==> src/rtl/charge_station_ctrl_pkg.sv <==
// Shared definitions for the charging-station session controller:
// state encoding visible on the display port and coin denominations.
package charge_station_ctrl_pkg;

    typedef enum logic [1:0] {
        ST_IDLE   = 2'd0,
        ST_PAY    = 2'd1,
        ST_CHARGE = 2'd2,
        ST_DONE   = 2'd3
    } state_t;

    localparam int unsigned COIN_ONE_VAL = 1;
    localparam int unsigned COIN_TEN_VAL = 10;

endpackage

==> src/rtl/charge_station_ctrl_tick_gen.sv <==
// One-second tick generator: down-counter that pulses on terminal count
// and reloads; restart realigns the tick phase to the restart cycle.
module tick_gen #(
    parameter int unsigned TICK_DIV = 50000000
) (
    input  logic clk,
    input  logic reset,
    input  logic restart,
    output logic tick
);

    localparam int unsigned      CNT_W   = (TICK_DIV > 1) ? $clog2(TICK_DIV) : 1;
    localparam logic [CNT_W-1:0] TC_LOAD = CNT_W'(TICK_DIV - 1);

    logic [CNT_W-1:0] r_cnt;

    always_ff @(posedge clk) begin
        if (reset || restart) begin
            r_cnt <= TC_LOAD;
        end else if (r_cnt == '0) begin
            r_cnt <= TC_LOAD;
        end else begin
            r_cnt <= r_cnt - 1'b1;
        end
    end

    assign tick = (r_cnt == '0);

endmodule

==> src/rtl/charge_station_ctrl.sv <==
// Session controller: card opens a session, coins buy credit, start runs a
// timed charge; every session ends with one fin pulse carrying the refund.
//
//   state     | meaning
//   ----------+-------------------------------------------------------
//   ST_IDLE   | waiting for a fresh card insertion edge
//   ST_PAY    | accepting coins, idle-timeout running
//   ST_CHARGE | charging, credit consumed per SEC_PER_YUAN seconds
//   ST_DONE   | one-cycle fin with refund, then back to IDLE
module charge_station_ctrl
    import charge_station_ctrl_pkg::*;
#(
    parameter int unsigned CREDIT_W     = 8,
    parameter int unsigned MAX_CREDIT   = 20,
    parameter int unsigned TICK_DIV     = 50000000,
    parameter int unsigned SEC_PER_YUAN = 120,
    parameter int unsigned TIMEOUT_S    = 30,
    parameter int unsigned TIME_W       = 16
) (
    input  logic                clk,
    input  logic                reset,
    input  logic                card,
    input  logic                coin_one,
    input  logic                coin_ten,
    input  logic                hi_pwr,
    input  logic                start,
    input  logic                cancel,
    output logic [1:0]          state,
    output logic [CREDIT_W-1:0] credit,
    output logic [TIME_W-1:0]   remain_s,
    output logic                charging,
    output logic                fin,
    output logic [CREDIT_W-1:0] refund
);

    localparam int unsigned UNIT_RAW = $clog2(SEC_PER_YUAN + 1);
    localparam int unsigned UNIT_W   = (UNIT_RAW < 2) ? 2 : UNIT_RAW;
    localparam int unsigned TO_RAW   = $clog2(TIMEOUT_S + 1);
    localparam int unsigned TO_W     = (TO_RAW < 1) ? 1 : TO_RAW;
    localparam int unsigned SUM_W    = CREDIT_W + 5;

    state_t              r_state;
    logic [CREDIT_W-1:0] r_credit;
    logic [TIME_W-1:0]   r_remain;
    logic [UNIT_W-1:0]   r_unit;
    logic                r_hi;
    logic [TO_W-1:0]     r_to_cnt;
    logic [CREDIT_W-1:0] r_refund;
    logic                r_card_q;
    logic                r_arm;

    state_t              w_state_nxt;
    logic [CREDIT_W-1:0] w_credit_nxt;
    logic [TIME_W-1:0]   w_remain_nxt;
    logic [UNIT_W-1:0]   w_unit_nxt;
    logic                w_hi_nxt;
    logic [TO_W-1:0]     w_to_nxt;
    logic [CREDIT_W-1:0] w_refund_nxt;
    logic                w_restart;
    logic                w_tick;
    logic                w_card_rise;
    logic                w_timeout;
    logic [SUM_W-1:0]    w_coin_sum;
    logic [CREDIT_W-1:0] w_coin_credit;
    logic [TIME_W-1:0]   w_charge_time;
    logic [TIME_W-1:0]   w_step_t;
    logic [UNIT_W-1:0]   w_step_u;
    logic [TIME_W-1:0]   w_remain_dec;
    logic [UNIT_W-1:0]   w_unit_dec;

    tick_gen #(
        .TICK_DIV (TICK_DIV)
    ) u_tick_gen (
        .clk     (clk),
        .reset   (reset),
        .restart (w_restart),
        .tick    (w_tick)
    );

    // r_arm blocks the first cycle after reset so a card held through reset
    // never looks like an insertion.
    assign w_card_rise = card && !r_card_q && r_arm;
    assign w_timeout   = w_tick && (r_to_cnt == TO_W'(TIMEOUT_S - 1));

    assign w_coin_sum    = SUM_W'(r_credit)
                         + (coin_one ? SUM_W'(COIN_ONE_VAL) : SUM_W'(0))
                         + (coin_ten ? SUM_W'(COIN_TEN_VAL) : SUM_W'(0));
    assign w_coin_credit = (w_coin_sum > SUM_W'(MAX_CREDIT)) ? CREDIT_W'(MAX_CREDIT)
                                                             : CREDIT_W'(w_coin_sum);
    assign w_charge_time = TIME_W'(32'(r_credit) * SEC_PER_YUAN);

    assign w_step_t     = r_hi ? TIME_W'(2) : TIME_W'(1);
    assign w_step_u     = r_hi ? UNIT_W'(2) : UNIT_W'(1);
    assign w_remain_dec = (r_remain > w_step_t) ? (r_remain - w_step_t) : '0;
    assign w_unit_dec   = (r_unit > w_step_u) ? (r_unit - w_step_u) : '0;

    always_comb begin
        w_state_nxt  = r_state;
        w_credit_nxt = r_credit;
        w_remain_nxt = r_remain;
        w_unit_nxt   = r_unit;
        w_hi_nxt     = r_hi;
        w_to_nxt     = r_to_cnt;
        w_refund_nxt = r_refund;
        w_restart    = 1'b0;
        case (r_state)
            ST_IDLE: begin
                w_to_nxt = '0;
                if (w_card_rise) begin
                    w_state_nxt = ST_PAY;
                end
            end
            ST_PAY: begin
                if (cancel || !card || w_timeout) begin
                    w_state_nxt  = ST_DONE;
                    w_refund_nxt = r_credit;
                end else if (start) begin
                    w_to_nxt = '0;
                    if (r_credit != '0) begin
                        w_state_nxt  = ST_CHARGE;
                        w_remain_nxt = w_charge_time;
                        w_unit_nxt   = UNIT_W'(SEC_PER_YUAN);
                        w_hi_nxt     = hi_pwr;
                        w_restart    = 1'b1;
                    end
                end else if (coin_one || coin_ten) begin
                    w_to_nxt     = '0;
                    w_credit_nxt = w_coin_credit;
                end else if (w_tick) begin
                    w_to_nxt = r_to_cnt + 1'b1;
                end
            end
            ST_CHARGE: begin
                if (cancel || !card) begin
                    w_state_nxt  = ST_DONE;
                    w_refund_nxt = r_credit;
                end else if (w_tick) begin
                    w_remain_nxt = w_remain_dec;
                    // A fully consumed yuan is charged and the next one starts.
                    if (w_unit_dec == '0) begin
                        w_credit_nxt = (r_credit != '0) ? (r_credit - 1'b1) : '0;
                        w_unit_nxt   = UNIT_W'(SEC_PER_YUAN);
                    end else begin
                        w_unit_nxt = w_unit_dec;
                    end
                    if (w_remain_dec == '0) begin
                        w_state_nxt  = ST_DONE;
                        w_refund_nxt = '0;
                    end
                end
            end
            ST_DONE: begin
                w_state_nxt  = ST_IDLE;
                w_credit_nxt = '0;
                w_remain_nxt = '0;
            end
            default: begin
                w_state_nxt = ST_IDLE;
            end
        endcase
    end

    always_ff @(posedge clk) begin
        if (reset) begin
            r_state  <= ST_IDLE;
            r_credit <= '0;
            r_remain <= '0;
            r_unit   <= '0;
            r_hi     <= 1'b0;
            r_to_cnt <= '0;
            r_refund <= '0;
            r_card_q <= 1'b0;
            r_arm    <= 1'b0;
        end else begin
            r_state  <= w_state_nxt;
            r_credit <= w_credit_nxt;
            r_remain <= w_remain_nxt;
            r_unit   <= w_unit_nxt;
            r_hi     <= w_hi_nxt;
            r_to_cnt <= w_to_nxt;
            r_refund <= w_refund_nxt;
            r_card_q <= card;
            r_arm    <= 1'b1;
        end
    end

    assign state    = r_state;
    assign credit   = r_credit;
    assign remain_s = r_remain;
    assign charging = (r_state == ST_CHARGE);
    assign fin      = (r_state == ST_DONE);
    assign refund   = r_refund;

endmodule

==> config.mk <==
export PLATFORM = sky130hd
export DESIGN_NAME = charge_station_ctrl
export DESIGN_NICKNAME = d
export VERILOG_FILES = /design/src/rtl/charge_station_ctrl_pkg.sv /design/src/rtl/charge_station_ctrl_tick_gen.sv /design/src/rtl/charge_station_ctrl.sv
export SDC_FILE = /design/constraint.sdc
export NUM_CORES = 1
export LEC_CHECK = 0
export ABC_CLOCK_PERIOD_IN_PS = 4100
export CAP_MARGIN = 20
export CORE_MARGIN = 2
export CORE_UTILIZATION = 57
export CTS_CLUSTER_SIZE = 16
export DETAILED_ROUTE_END_ITERATION = 7
export GPL_TIMING_DRIVEN = 0
export HOLD_SLACK_MARGIN = 0.12
export PLACE_DENSITY = 0.91
export SYNTH_ARGS = -nofsm -noshare
export SYNTH_HDL_FRONTEND = slang
export SYNTH_SLANG_ARGS = --single-unit
==> constraint.sdc <==
create_clock -name clk -period 4.1 [get_ports clk]
set_input_delay 0.82 -clock clk [delete_from_list [all_inputs] [get_ports clk]]
set_output_delay 0.82 -clock clk [all_outputs]
set_load 0.02 [all_outputs]
### After elaboration in Yosys (flattened, before gate mapping)

Index checks and enable logic that the tools add are counted.

| cells by class | value |
|---|---|
| reduce and logical (&&, ||, !) cells | 25 |
| equality and inequality tests | 19 |
| multiplexer cells | 51 |
| add/subtract/negate cells | 7 |
| multipliers | 1 |
| bitwise gates (word level) | 1 |
| magnitude comparators | 3 |

Operator list:

| kind | count |
|---|---|
| 16-bit 2-to-1 mux | 6 |
| 8-bit 2-to-1 mux | 12 |
| 7-bit 2-to-1 mux | 7 |
| 16-bit case mux with 3 select lines | 1 |
| 26-bit logical NOT | 1 |
| 26-bit by 1-bit subtractor with 26-bit output, second input constant | 1 |
| 8-bit case mux with 3 select lines | 1 |
| 5-bit 2-to-1 mux | 4 |
| 2-bit 2-to-1 mux | 9 |
| 16-bit by 2-bit > comparator with 1-bit output | 1 |
| 16-bit logical NOT | 1 |
| 2-bit != test, second input constant | 8 |
| 8-bit case mux with 2 select lines | 1 |
| 16-bit by 2-bit subtractor with 16-bit output | 1 |
| 7-bit case mux with 2 select lines | 1 |
| 8-bit by 4-bit multiplier with 12-bit output, second input constant | 1 |
| 6-bit AND reduction | 2 |
| 9-bit by 4-bit adder with 10-bit output | 1 |
| 10-bit by 5-bit > comparator with 1-bit output, second input constant | 1 |
| 5-bit case mux with 2 select lines | 1 |
| 8-bit by 1-bit adder with 9-bit output | 1 |
| 2-bit case mux with 4 select lines | 1 |
| 4-bit AND reduction | 2 |
| 8-bit nonzero test | 1 |
| other kinds (25) | 41 |

| storage, ports and cells | value |
|---|---|
| register bits | 75 |
| output and inout port bits | 36 |
| word-level logic and storage cells | 117 |

### Longest topological paths before layout

| depth | value |
|---|---|
| depth after elaboration | 9 |
| mapped depth | 13 |
| mapped depth without buffers | 12 |

### By module

From an unflattened synthesis, not the netlist that was laid out.

| unflattened totals | value |
|---|---|
| cells, all modules | 642 |
| area, all modules | 5271.3 um^2 |

By module, submodules not included:

| module | instances | cells each | area each (um^2) | seq. area each (um^2) |
|---|---|---|---|---|
| charge_station_ctrl | 1 | 502 | 4057.6 | 980.9 |
| tick_gen | 1 | 140 | 1213.7 | 520.5 |

### Least setup slack after synthesis

No wires, ideal clock.

| timing | value |
|---|---|
| kind | register -> register |
| start | register r_credit[2] (netlist: credit[2]) |
| end | register r_remain[14] (netlist: remain_s[14]) |
| arrival time | 3.273 ns |
| setup time | 0.128 ns |
| cell stages (with the launch flop) | 12 |
| buffers on the path | 0 |
| required time | 3.972 ns |
| setup slack | 0.700 ns |
| period minus slack after synthesis | 3.400 ns |
| path through | dfxtp_1 fa_1 fa_1 ha_1 a21oi_1 o211ai_1 o41ai_1 o21ai_0 xor2_1 a22o_1 a22oi_1 nor2_1 |

| on the way | value |
|---|---|
| word-level cells in the longest chain between the ends | 5 |
| elaborated cells on any way between the ends | 8 |
| classes of those cells | 1 x mul; 1 x eq/ne; 4 x mux; 2 x reduce/logical |

Ends and longest elaborated chain:

| what | RTL line | text |
|---|---|---|
| start, declared | charge_station_ctrl.sv:43 | `logic [CREDIT_W-1:0] r_credit;` |
| start signal, assigned | charge_station_ctrl.sv:176 | `r_credit <= w_credit_nxt;` |
| 8-bit by 4-bit multiplier with 12-bit output | charge_station_ctrl.sv:90 | `assign w_charge_time = TIME_W'(32'(r_credit) * SEC_PER_YUAN);` |
| 16-bit 2-to-1 mux | charge_station_ctrl.sv:119 | `if (r_credit != '0) begin` |
| 16-bit 2-to-1 mux | charge_station_ctrl.sv:117 | `end else if (start) begin` |
| 16-bit 2-to-1 mux | charge_station_ctrl.sv:114 | `if (cancel \|\| !card \|\| w_timeout) begin` |
| 16-bit case mux with 3 select lines | charge_station_ctrl.sv:106 | `case (r_state)` |
| end signal, assigned | charge_station_ctrl.sv:177 | `r_remain <= w_remain_nxt;` |
| end, declared | charge_station_ctrl.sv:44 | `logic [TIME_W-1:0] r_remain;` |

Parallel ways exist; a longest one is shown, timed or not. The select of a mux whose other input is x is not followed.
A chain may end at the register's enable or synchronous reset.

### Final worst setup path

Same ends and word-level chain as after synthesis.

==> run_results.csv <==
group,metric,value,unit
outcome,status,"finished, final reports clean",
synth,ys.warnings.count,0,
synth,synth_top_area_share,28.4,%
synth,synth.area.top_cells,"dfxtp_1 28%, ha_1 9.9%, fa_1 6.1%",
sta,report.final.slew_viol_count,0,
grt,grt_use_met1,34.5,%
grt,grt_pass1_wl,23000,um
synth,syn-num-nets,695,
sta,hold_violations,0,
synth,async_reset_ff_share,0,%
cts,insertion_delay,370,ps
pwr,seqPwrFrac,26.3,%
sta,tns,0,ps
cts,cts_resized,0,
grt,top_usage_layer,"met2",
drt,num_vias,4977,
drt,wl_per_cell,17.3,um
hold_path,hp-class,"reg -> reg",
sta,fmax,262,MHz
setup_path,worstPathMaxFanout,12,
pwr,internal_power,1960,uW
grt,track_usage,28.2,%
grt,grt_use_met3,4.74,%
synth,post_synth_num_cell_types,79,
floorplanning,die-height,100,um
sta,clock-skew-final,12.0,ps
setup_path,cp-end-kind,"flip-flop",
cts,cts_buffers,9,
sta,setup_viol,0,
synth,synth_edf_count,0,
floorplanning,die_w,100,um
synth,syn_inst,629,
cts,htreeDepth,3,
synth,synthFlopType,"dfxtp_1",
drt,post-route-drc-count,0,
cells_and_area,antenna_cells_inserted,0,
synth,synth_xor_xnor_area_share,5.80,%
grt,grt_max_degree,17,
synth,yosys.area.top_type,"dfxtp_1",
sta,rsz0062_at_grt,"false",
pwr,power_density,611,nW/um^2
setup_path,path_class,"reg -> reg",
sta,worst_pin_slew,997,ps
pwr,p_comb_share,56.7,%
cells_and_area,areaGrowthSynthToFinish,14.9,%
synth,synth_mux_area_share,0.379,%
pwr,p_leak,0.00248,uW
drt,drtIter0Drc,353,
drt,firstDrtPassIters,5,
floorplanning,dieArea,10100,sq um
synth,syn-cell-area,5290,sq um
synth,synth-compound-area-share,19.3,%
setup_path,critPathRequiredTime,4340,ps
synth,ys_seq_area_share,28.4,%
pwr,p_sw,1750,uW
pwr,pwr-share-clk,17.1,%
place,portBuffers,43,
synth,synth_top_family_by_area,"simple AND/OR/NAND/NOR gates",
place,place_hpwl,10300,um
setup_path,worstPathArrival,4050,ps
synth,ys_ff_latch,75,
floorplanning,initial_core_util,58.1,%
sta,finalCritPeriodShare,93.0,%
grt,grt_use_met2,48.1,%
drt,wl,13800,um
grt,grt_pass1_vias,4928,
drt,ant_nets,0,
grt,grt_remaining_overflow,0,
cts,cts_tree,"done",
cts,post-cts-setup-buffers,0,
cts,cts_num_sinks,75,
drt,via_per_inst,6.23,
sta,finalCriticalPeriod,3810,ps
pwr,ir_drop,0.497,mV
synth,synth_fa_ha_area_share,16.0,%
floorplanning,io_pins,44,
pwr,switching_share,47.3,%
synth,yosysMostFrequentCell,"nor2_1",
place,gp_congestion,0.941,
setup_path,start_kind,"flip-flop",
place,post-place-ws,367,ps
cts,cts_buffer_depth,2,
cells_and_area,drive_gt1_share,7.27,%
cells_and_area,fillers,748,
synth,netlist_top_cells_count,"77 x nor2_1, 75 x dfxtp_1, 47 x a21oi_1, 47 x nand2_1, 42 x ha_1",
cts,clk_pin_slew_worst_paths,100,ps
cells_and_area,fin_nets,749,
synth,yosys.area_share.simple,25.3,%
sta,slew_headroom,33.0,%
cts,cts.hold.buffers_added,0,
cts,cts_root_buffer,"clkbuf_8",
job,drv_cap,0,
floorplanning,num_rows,35,
grt,antenna_found_initial,0,
floorplanning,core_area,9110,sq um
synth,syn_area_per_cell,8.41,sq um
sta,layout_setup_ws,288,ps
-- registers in the layout (all words and copies together), names as in the netlist --
register / cells
u_tick_gen.r_cnt: 26
r_to_cnt: 5
remain_s: 16
r_hi: 1
r_arm: 1
state: 2
credit: 8
r_card_q: 1
r_unit: 7
refund: 8
-- critical path: stages, from the launching register on --
cell      delay [ps]
dfxtp_1          720
fa_1             570
fa_1             490
ha_1             300
a21oi_1          200
o211ai_1         180
o41ai_1          460
o21ai_0          210
xor2_1           180
a22o_1           190
a22oi_1          130
nor2_1            50
-- per-stage QoR --
step / total power [uW] / hold WS [ps] / instances / area, sq um / utilization, %
after floorplan: 2460 / 400 / 629 / 5290 / -
after global placement: 2970 / 418 / 783 / 5860 / 64.3
after detailed placement: 3040 / 425 / 783 / 5860 / 64.3
after CTS: 3670 / 447 / 799 / 6070 / 66.7
after global routing: 3990 / 468 / 799 / 6070 / 66.7
final: 3710 / 449 / 799 / 6070 / 66.7
-- routing by layer --
layer,wire length [um],vias up
met1,5560,2360
li1,-,2355
met3,847,36
met2,6960,226
met5,0,-
met4,450,0
-- power by group through the flow --
stage	Sequential (uW)	Clock [uW]	Combinational, uW
finish	974	634	2100
detailed placement	985	0	2050
CTS	971	634	2070
floorplan	1020	0	1450
global route	990	670	2330
global placement	983	0	1990
-- final cells by class --
cell class	instances	area, sq um	area share [%]
Buffer	23	130	2.14
Multi-Input combinational cell	498	3530	58.2
Tap cell	111	139	2.29
Sequential cell	75	1500	24.7
Clock inverter	7	92.6	1.52
Timing Repair Buffer	43	430	7.09
Clock buffer	9	124	2.04
Inverter	33	124	2.04
-- final timing paths --
path | start | end | slack (ps) | cells after the start
min reg2reg | u_tick_gen.r_cnt[0] | u_tick_gen.r_cnt[0] | 450 | 1
min | u_tick_gen.r_cnt[0] | u_tick_gen.r_cnt[0] | 450 | 1
max reg2reg | credit[2] | remain_s[14] | 290 | 11
max | credit[2] | remain_s[14] | 290 | 11
-- cells by family (layout without fill, tap and decap cells) --
kind of cell	count (synthesis)	after routing
AND/OR/NAND/NOR	246	246
adder cells (fa/ha/maj)	58	58
multiplexers	2	2
XOR/XNOR	35	35
buffers and inverters	56	115
flip-flops	75	75
AO/OA/AOI/OAI	157	157
-- placed cells by master (no fill, tap or decap), types with 11 or more instances in the layout --
cell type,count
clkdlybuf4s50_1,43
a22oi_1,11
o21ai_0,37
clkbuf_1,14
a21oi_1,47
xnor2_1,21
ha_1,42
nor2_1,77
nand2_1,47
nor3_1,28
nand3_1,15
xor2_1,14
dfxtp_1,75
fa_1,16
a22o_1,12
inv_1,33
Power figures use the tool's default switching activity.
